<file path="config.mk">
export PLATFORM = sky130hd
export DESIGN_NAME = pc_unit
export DESIGN_NICKNAME = d
export VERILOG_FILES = /design/src/rtl/pc_unit.sv
export SDC_FILE = /design/constraint.sdc
export NUM_CORES = 1
export LEC_CHECK = 0
export BUFFER_PORTS_ARGS = -buffer_cell sky130_fd_sc_hd__buf_4
export CELL_PAD_IN_SITES_DETAIL_PLACEMENT = 1
export CELL_PAD_IN_SITES_GLOBAL_PLACEMENT = 2
export CORE_MARGIN = 8
export CORE_UTILIZATION = 26
export DETAILED_ROUTE_END_ITERATION = 10
export PLACE_DENSITY = 0.78
export SYNTH_ARGS = -nofsm -noshare
export SYNTH_HDL_FRONTEND = slang
export SYNTH_SLANG_ARGS = --single-unit
</file>
<file path="constraint.sdc">
create_clock -name clk -period 1.64 [get_ports clk]
set_input_delay 0.082 -clock clk [delete_from_list [all_inputs] [get_ports clk]]
set_output_delay 0.082 -clock clk [all_outputs]
set_load 0.05 [all_outputs]
</file>
<file path="src/rtl/pc_unit.sv">
// Program-counter unit: holds the architectural PC, selects the next PC by priority
// (trap, trap return, jump, branch, sequential), records trap state and counts retirements.
module pc_unit #(
  parameter int unsigned     XLEN         = 32,
  parameter logic [XLEN-1:0] RESET_VECTOR = XLEN'(32'h0000_0000),
  parameter logic [XLEN-1:0] TRAP_VECTOR  = XLEN'(32'h0000_0100),
  parameter int unsigned     IALIGN       = 4,
  parameter int unsigned     CNT_WIDTH    = 32
) (
  input  logic                 clk,
  input  logic                 rst,
  input  logic                 stall,
  input  logic                 jump,
  input  logic [XLEN-1:0]      jump_target,
  input  logic                 branch_taken,
  input  logic [XLEN-1:0]      branch_target,
  input  logic                 trap_req,
  input  logic [3:0]           trap_cause,
  input  logic                 trap_ret,
  output logic [XLEN-1:0]      pc,
  output logic [XLEN-1:0]      pc_plus4,
  output logic [XLEN-1:0]      epc,
  output logic [3:0]           mcause,
  output logic [XLEN-1:0]      mtval,
  output logic                 trap_taken,
  output logic [CNT_WIDTH-1:0] retired
);

  localparam logic [3:0]      CAUSE_MISALIGN = 4'd0;
  // Low address bits that must be zero for a legal fetch target.
  localparam logic [XLEN-1:0] ALIGN_MASK     = XLEN'(IALIGN - 1);

  logic [XLEN-1:0]      pc_d;
  logic [XLEN-1:0]      epc_d;
  logic [3:0]           mcause_d;
  logic [XLEN-1:0]      mtval_d;
  logic                 trap_taken_d;
  logic [CNT_WIDTH-1:0] retired_d;
  logic                 retire;
  logic [XLEN-1:0]      redirect_target;
  logic                 misaligned;

  assign pc_plus4 = pc + XLEN'(4);

  // Jump outranks branch; only the winning target is alignment-checked.
  assign redirect_target = jump ? jump_target : branch_target;
  assign misaligned      = |(redirect_target & ALIGN_MASK);

  // Next-state selection.
  always_comb begin
    pc_d         = pc;
    epc_d        = epc;
    mcause_d     = mcause;
    mtval_d      = mtval;
    trap_taken_d = 1'b0;
    retire       = 1'b0;
    if (!stall) begin
      if (trap_req) begin
        epc_d        = pc;
        mcause_d     = trap_cause;
        mtval_d      = '0;
        pc_d         = TRAP_VECTOR;
        trap_taken_d = 1'b1;
      end else if (trap_ret) begin
        pc_d   = epc;
        retire = 1'b1;
      end else if (jump || branch_taken) begin
        if (misaligned) begin
          epc_d        = pc;
          mcause_d     = CAUSE_MISALIGN;
          mtval_d      = redirect_target;
          pc_d         = TRAP_VECTOR;
          trap_taken_d = 1'b1;
        end else begin
          pc_d   = redirect_target;
          retire = 1'b1;
        end
      end else begin
        pc_d   = pc_plus4;
        retire = 1'b1;
      end
    end
    retired_d = retire ? retired + CNT_WIDTH'(1) : retired;
  end

  // State registers with synchronous reset.
  always_ff @(posedge clk) begin
    if (rst) begin
      pc         <= RESET_VECTOR;
      epc        <= '0;
      mcause     <= '0;
      mtval      <= '0;
      trap_taken <= 1'b0;
      retired    <= '0;
    end else begin
      pc         <= pc_d;
      epc        <= epc_d;
      mcause     <= mcause_d;
      mtval      <= mtval_d;
      trap_taken <= trap_taken_d;
      retired    <= retired_d;
    end
  end

endmodule

</file>
# Word level (Yosys, flattened, before mapping)
# Cells that the tools add are included.
[classes] n_addsub=2 n_mul=0 div_mod_pow=0 n_lt_le_gt_ge=0 eq_ne=1 shifts=0 mux=26 bitwise=1 n_reduce_logical=6
[ops] operator="$mux W32" n=13
[ops] operator="$add A32 B1 Y32 const B" n=1
[ops] operator="$add A32 B3 Y32 const B" n=1
[ops] operator="$mux W4" n=4
[ops] operator="$mux W1" n=9
[ops] operator="$reduce_and A4 Y1" n=1
[ops] operator="$reduce_bool A2 Y1" n=2
[ops] operator="$reduce_or A2 Y1" n=2
[ops] operator="$ne A2 B2 Y1 const B" n=1
[ops] operator="$logic_or A1 B1 Y1" n=1
[ops] operator="$not A1 Y1" n=1
[totals] ff_bits=133 latchBits=0 ramBits=0 rom_bits=0 in_bits=75 output_inout_bits=165 wordCells=42 memories=0

# Logic depth before layout (Yosys ltp)
[depth] depth_word=7 mapped_depth=7 ltp_nobuf=6

# Least setup slack after synthesis
# OpenSTA, ideal clock, no wires.
[synth_timing] kind="register to register" start="reg pc[4]" end="reg pc[19]" setup_ps=64 t_arrival_ps=2625 t_required_ps=1576 path_slack_ps=-1049 path_stages_with_launch=7 path_buffers=1 period_less_slack_ps=2689 cell_sequence="dfxtp_1 -> buf_2 -> nand4_2 -> nor2_4 -> nand4_1 -> xnor2_1 -> a32o_1"
[synth_between] elab_chain_cells=4
[synth_rtl] item="start, declared" line="20" text="output logic [XLEN-1:0] pc,"
[synth_rtl] item="start signal, assigned" line="96" text="pc <= pc_d;"
[synth_rtl] item="$add A32 B3 Y32" line="43" text="assign pc_plus4 = pc + XLEN'(4);"
[synth_rtl] item="via pc_plus4[19]" line="21" text="output logic [XLEN-1:0] pc_plus4,"
[synth_rtl] item="$mux W32" line="67" text="end else if (jump || branch_taken) begin"
[synth_rtl] item="$mux W32" line="64" text="end else if (trap_ret) begin"
[synth_rtl] item="$mux W32" line="58" text="if (trap_req) begin"
# The timed path passes the listed nets, and every way through them passes these cells.
# A chain may end at the register's enable or synchronous reset.

# Worst setup path after layout
[layout_timing] start="reg pc[2]" end="out pc_plus4[20]"
[layout_between] elab_chain_cells=1
[layout_rtl] item="$add A32 B3 Y32" line="43"
[layout_rtl] item="end, declared" line="21"
# Every way passes these cells.

==> impl_results.html <==
<table>
<tr><th>Metric</th><th>Value</th></tr>
<tr><th colspan="2">GRT</th></tr>
<tr><td>Maximum number of pins on one net before global-route repair</td><td>70</td></tr>
<tr><td>Wire length of the first global-routing pass</td><td>53,400 µm</td></tr>
<tr><td>Number of antenna violations at the first check in global routing</td><td>1</td></tr>
<tr><td>Vias in the first global route</td><td>8,766</td></tr>
<tr><td>Met3 usage in global routing</td><td>0.0550</td></tr>
<tr><td>Overflow after GRT</td><td>0</td></tr>
<tr><td>Overall fraction of global-route tracks in use</td><td>0.217</td></tr>
<tr><td>Met2 usage</td><td>0.357</td></tr>
<tr><td>Highest-utilization routing layer at the global route stage</td><td>met2</td></tr>
<tr><td>Met1 layer usage reported by global route</td><td>0.280</td></tr>
<tr><th colspan="2">Clock tree</th></tr>
<tr><td>TritonCTS clock tree</td><td>done</td></tr>
<tr><td>Clock root buffer</td><td>sky130_fd_sc_hd__clkbuf_16</td></tr>
<tr><td>Number of buffers on the longest clock path</td><td>2</td></tr>
<tr><td>H-tree levels</td><td>4</td></tr>
<tr><td>TritonCTS buffer count</td><td>17</td></tr>
<tr><td>Clk sink count</td><td>133</td></tr>
<tr><td>Clock insertion delay at the later pin of the skew report</td><td>0.42 ns</td></tr>
<tr><td>Clock-pin slew reported for the worst setup and hold paths after clock tree synthesis</td><td>0.06 ns</td></tr>
<tr><th colspan="2">Final layout</th></tr>
<tr><td>Area delta synth-&gt;final</td><td>83.9%</td></tr>
<tr><td>Cell area after layout</td><td>0.0126 mm²</td></tr>
<tr><td>Non-filler instance count after layout</td><td>1,572</td></tr>
<tr><td>Fillcell total</td><td>2,952</td></tr>
<tr><td>Diode count</td><td>0</td></tr>
<tr><td>Layout net count</td><td>1,301</td></tr>
<tr><td>Final Core Density</td><td>0.486</td></tr>
<tr><td>Fraction of final layout cells with drive strength greater than 1</td><td>0.551</td></tr>
<tr><th colspan="2">Logic synthesis</th></tr>
<tr><td>Mean area per synthesized cell</td><td>8.58 µm²</td></tr>
<tr><td>EDFF count, synth</td><td>0</td></tr>
<tr><td>Number of distinct library cells after synthesis</td><td>76</td></tr>
<tr><td>Prevailing post-synth register cell</td><td>sky130_fd_sc_hd__dfxtp_1</td></tr>
<tr><td>Flip-flop and latch count after synthesis</td><td>133</td></tr>
<tr><td>Cell area after technology mapping</td><td>0.00687 mm²</td></tr>
<tr><td>Post-synthesis sequential area ratio</td><td>0.388</td></tr>
<tr><td>Ys Warns</td><td>0</td></tr>
<tr><td>Post-Syn Nets</td><td>878</td></tr>
<tr><td>Number of standard cells after synthesis</td><td>801</td></tr>
<tr><td>Async set-reset flop share out of synthesis</td><td>0</td></tr>
<tr><th colspan="2">STA</th></tr>
<tr><td>Timing-limited maximum frequency</td><td>0.459 GHz</td></tr>
<tr><td>Minimum clock period</td><td>2.18 ns</td></tr>
<tr><td>Hold slack</td><td>0.00986 ns</td></tr>
<tr><td>Worst path setup slack after routing</td><td>-0.538 ns</td></tr>
<tr><td>Final worst path period share</td><td>1.33</td></tr>
<tr><td>Worst slew margin relative to its limit</td><td>0.671</td></tr>
<tr><td>RSZ-0062 raised after global routing</td><td>true</td></tr>
<tr><td>Setup-failing EPs final</td><td>66</td></tr>
<tr><td>Slew at the pin closest to its max-slew limit</td><td>0.480 ns</td></tr>
<tr><td>Clock Skews</td><td>0.00876 ns</td></tr>
<tr><td>Max Transition Viols Final</td><td>0</td></tr>
<tr><td>Final hold violation count</td><td>0</td></tr>
<tr><th colspan="2">Detailed routing</th></tr>
<tr><td>Post-route antenna net violation count</td><td>0</td></tr>
<tr><td>Total DRC errors in the routed layout</td><td>0</td></tr>
<tr><td>Detailed router's first-iteration violation count</td><td>447</td></tr>
<tr><td>Average wire per standard cell</td><td>23.0 µm</td></tr>
<tr><td>Detail-routed via count per cell</td><td>5.28</td></tr>
<tr><td>Vias</td><td>8,305</td></tr>
<tr><td>Wirelength, routed</td><td>36,200 µm</td></tr>
<tr><td>First-pass iteration count of the detailed router</td><td>5</td></tr>
<tr><th colspan="2">Floorplan</th></tr>
<tr><td>Io pins</td><td>240</td></tr>
<tr><td>Area of the die</td><td>0.0319 mm²</td></tr>
<tr><td>Number of core rows</td><td>59</td></tr>
<tr><td>Die outline width</td><td>179 µm</td></tr>
<tr><td>Die extent in y</td><td>179 µm</td></tr>
<tr><td>Starting density of the core</td><td>0.264</td></tr>
<tr><td>Std-Cell Core Area</td><td>0.0260 mm²</td></tr>
<tr><th colspan="2">Run status</th></tr>
<tr><td>Outcome</td><td>complete, but fails checks</td></tr>
<tr><td>Violations in the final reports</td><td>negative setup slack</td></tr>
<tr><th colspan="2">Power</th></tr>
<tr><td>Total chip power</td><td>8.56 mW</td></tr>
<tr><td>Clock network fraction of design power</td><td>0.444</td></tr>
<tr><td>Switching power share of the total</td><td>0.295</td></tr>
<tr><td>Reported net switching power</td><td>2.53 mW</td></tr>
<tr><td>Internal power summed over all cells</td><td>6.03 mW</td></tr>
<tr><td>IR Drop Worst-Case VDD</td><td>0.000584 V</td></tr>
<tr><td>Combinational share of power</td><td>0.175</td></tr>
<tr><td>Power share of the sequential group</td><td>0.381</td></tr>
<tr><td>Leakage dissipation</td><td>5.36 nW</td></tr>
<tr><td>Total power density per cell area</td><td>678 mW/mm²</td></tr>
<tr><th colspan="2">Flow run</th></tr>
<tr><td>Number of max-cap violations</td><td>0</td></tr>
<tr><th colspan="2">Hold path</th></tr>
<tr><td>Type of the tightest min-delay check</td><td>in2reg</td></tr>
<tr><th colspan="2">Place</th></tr>
<tr><td>Total half-perimeter wirelength after legalization and detailed placement</td><td>26,600 µm</td></tr>
<tr><td>IO buf count</td><td>239</td></tr>
<tr><td>Placed Cells</td><td>1,497</td></tr>
<tr><td>Dpl cell area</td><td>0.0109 mm²</td></tr>
<tr><td>Final RePlAce weighted congestion</td><td>0.863</td></tr>
<tr><th colspan="2">Worst setup path</th></tr>
<tr><td>Critical path startpoint category</td><td>register</td></tr>
<tr><td>Critical path endpoint category</td><td>output port</td></tr>
<tr><td>Peak fanout along the critical path</td><td>3</td></tr>
<tr><td>Required time of the worst setup path</td><td>1.56 ns</td></tr>
<tr><td>Kind of critical path</td><td>reg2out</td></tr>
<tr><td>CP arrival</td><td>2.10 ns</td></tr>
</table>
[metrics by stage]
stage	TNS, ns	worst slack (ns)
global route	-20.76	-0.645
finish	-15.42	-0.538
global placement	-2.61	-0.137
detailed placement	-4.27	-0.187
floorplan	-6.87	-0.417
CTS	-12.61	-0.597
[synth_stat cells (all sizes together), types with 7 or more instances]
cell,number,area share
o21ai,78,0.057
a21oi,63,0.046
clkbuf,37,0.020
dfxtp,133,0.39
nor2,44,0.026
inv,16,0.0087
and3,7,0.0064
o2111ai,10,0.013
a211oi,8,0.0087
o31ai,20,0.022
or3,11,0.010
nor3,14,0.012
nand4,16,0.019
xnor2,17,0.022
buf,31,0.024
or4,15,0.017
and4,9,0.011
xor2,19,0.024
a22o,8,0.010
nand3,49,0.036
mux2i,34,0.050
nand2,41,0.022
o2bb2ai,30,0.038
[placed cells by master, fill, tap and decap left out, types with 6 or more instances in the layout]
master | synthesis | layout
sky130_fd_sc_hd__a211oi_1 | 8 | 6
sky130_fd_sc_hd__a21oi_1 | 62 | 49
sky130_fd_sc_hd__a21oi_2 | 1 | 13
sky130_fd_sc_hd__a22o_1 | 7 | 7
sky130_fd_sc_hd__and4_4 | 0 | 6
sky130_fd_sc_hd__buf_12 | 0 | 8
sky130_fd_sc_hd__buf_4 | 4 | 393
sky130_fd_sc_hd__buf_6 | 1 | 53
sky130_fd_sc_hd__buf_8 | 0 | 10
sky130_fd_sc_hd__clkbuf_16 | 0 | 17
sky130_fd_sc_hd__dfxtp_1 | 133 | 78
sky130_fd_sc_hd__dfxtp_2 | 0 | 14
sky130_fd_sc_hd__dfxtp_4 | 0 | 41
sky130_fd_sc_hd__dlygate4sd3_1 | 0 | 7
sky130_fd_sc_hd__inv_1 | 15 | 13
sky130_fd_sc_hd__mux2i_1 | 34 | 34
sky130_fd_sc_hd__nand2_1 | 41 | 34
sky130_fd_sc_hd__nand3_1 | 48 | 42
sky130_fd_sc_hd__nand4_1 | 13 | 13
sky130_fd_sc_hd__nor2_1 | 41 | 36
sky130_fd_sc_hd__nor2_4 | 1 | 7
sky130_fd_sc_hd__nor3_1 | 11 | 6
sky130_fd_sc_hd__o21ai_0 | 68 | 61
sky130_fd_sc_hd__o21ai_1 | 10 | 14
sky130_fd_sc_hd__o2bb2ai_1 | 30 | 30
sky130_fd_sc_hd__o31ai_1 | 20 | 17
sky130_fd_sc_hd__or3_1 | 11 | 6
sky130_fd_sc_hd__or4_1 | 14 | 9
sky130_fd_sc_hd__or4_4 | 1 | 6
sky130_fd_sc_hd__xnor2_4 | 0 | 12
sky130_fd_sc_hd__xor2_1 | 19 | 11
sky130_fd_sc_hd__xor2_4 | 0 | 6
[layout make-up]
class / instances / area [µm²] / area share
multi-input cells: 583 / 4790 / 0.379
repair buffers: 472 / 3960 / 0.313
flip-flops and latches: 133 / 2830 / 0.224
clock buffers: 17 / 425 / 0.0337
well taps: 335 / 419 / 0.0332
clock inverters: 15 / 140 / 0.0111
inverters: 17 / 66.3 / 0.00525
[critical path, stage by stage, from the launching register on]
cell and delay (ns):
sky130_fd_sc_hd__dfxtp_4 0.36, sky130_fd_sc_hd__ha_4 0.13, sky130_fd_sc_hd__nand4_1 0.09, sky130_fd_sc_hd__buf_6 0.15, sky130_fd_sc_hd__or4_4 0.45, sky130_fd_sc_hd__nor3b_4 0.20, sky130_fd_sc_hd__or2_4 0.16, sky130_fd_sc_hd__buf_8 0.14
[power groups by stage]
stage,Combinational [mW],Clock (mW),Sequential (mW)
global placement,1.38,0,3.33
CTS,1.46,3.88,3.26
finish,1.50,3.80,3.26
detailed placement,1.40,0,3.33
floorplan,0.496,0,3.51
global route,1.58,4.00,3.27
[worst paths after layout]
check	from	endpoint	slack, ns	depth (start not counted)
hold / removal	jump_target[11]	mtval[11]$_SDFFE_PP0P_	0.01	3
setup reg to reg	pc[2]$_SDFFE_PP0N_	pc[10]$_SDFFE_PP0N_	-0.35	9
hold reg to reg	mtval[16]$_SDFFE_PP0P_	mtval[16]$_SDFFE_PP0P_	0.47	1
setup / recovery	pc[2]$_SDFFE_PP0N_	pc_plus4[20]	-0.54	7
[kinds of logic after synthesis]
family | after synthesis | share of synthesized area
DFF | 133 | 0.388
muxes | 36 | 0.0528
and+or+nand+nor | 236 | 0.194
buffers and inverters | 85 | 0.0534
adders and majority gates | 2 | 0.00364
xor gates and xnor gates | 36 | 0.0459
AOI/OAI and AO/OA | 273 | 0.262
[sequential cells by signal, summed over array words and instances, names as in the netlist]
name	cells
pc	32
mtval	32
mcause	4
epc	32
trap_taken	1
retired	32
[timing repair]
action | CTS | global route
endpoints found under the setup margin | 60 | 69
gates cloned | 1 | 0
hold buffers | 7 | 0
hold endpoints to repair | 7 | 0
gates resized for setup | 108 | 73
setup buffers | 17 | 22
pin swaps | 36 | 37
[layer usage]
| layer | up-vias | wire (µm) |
|---|---|---|
| li1 | 3866 | - |
| met2 | 264 | 17300 |
| met5 | - | 13 |
| met1 | 4125 | 15700 |
| met4 | 2 | 756 |
| met3 | 48 | 2470 |
Power figures use the tool's default switching activity.
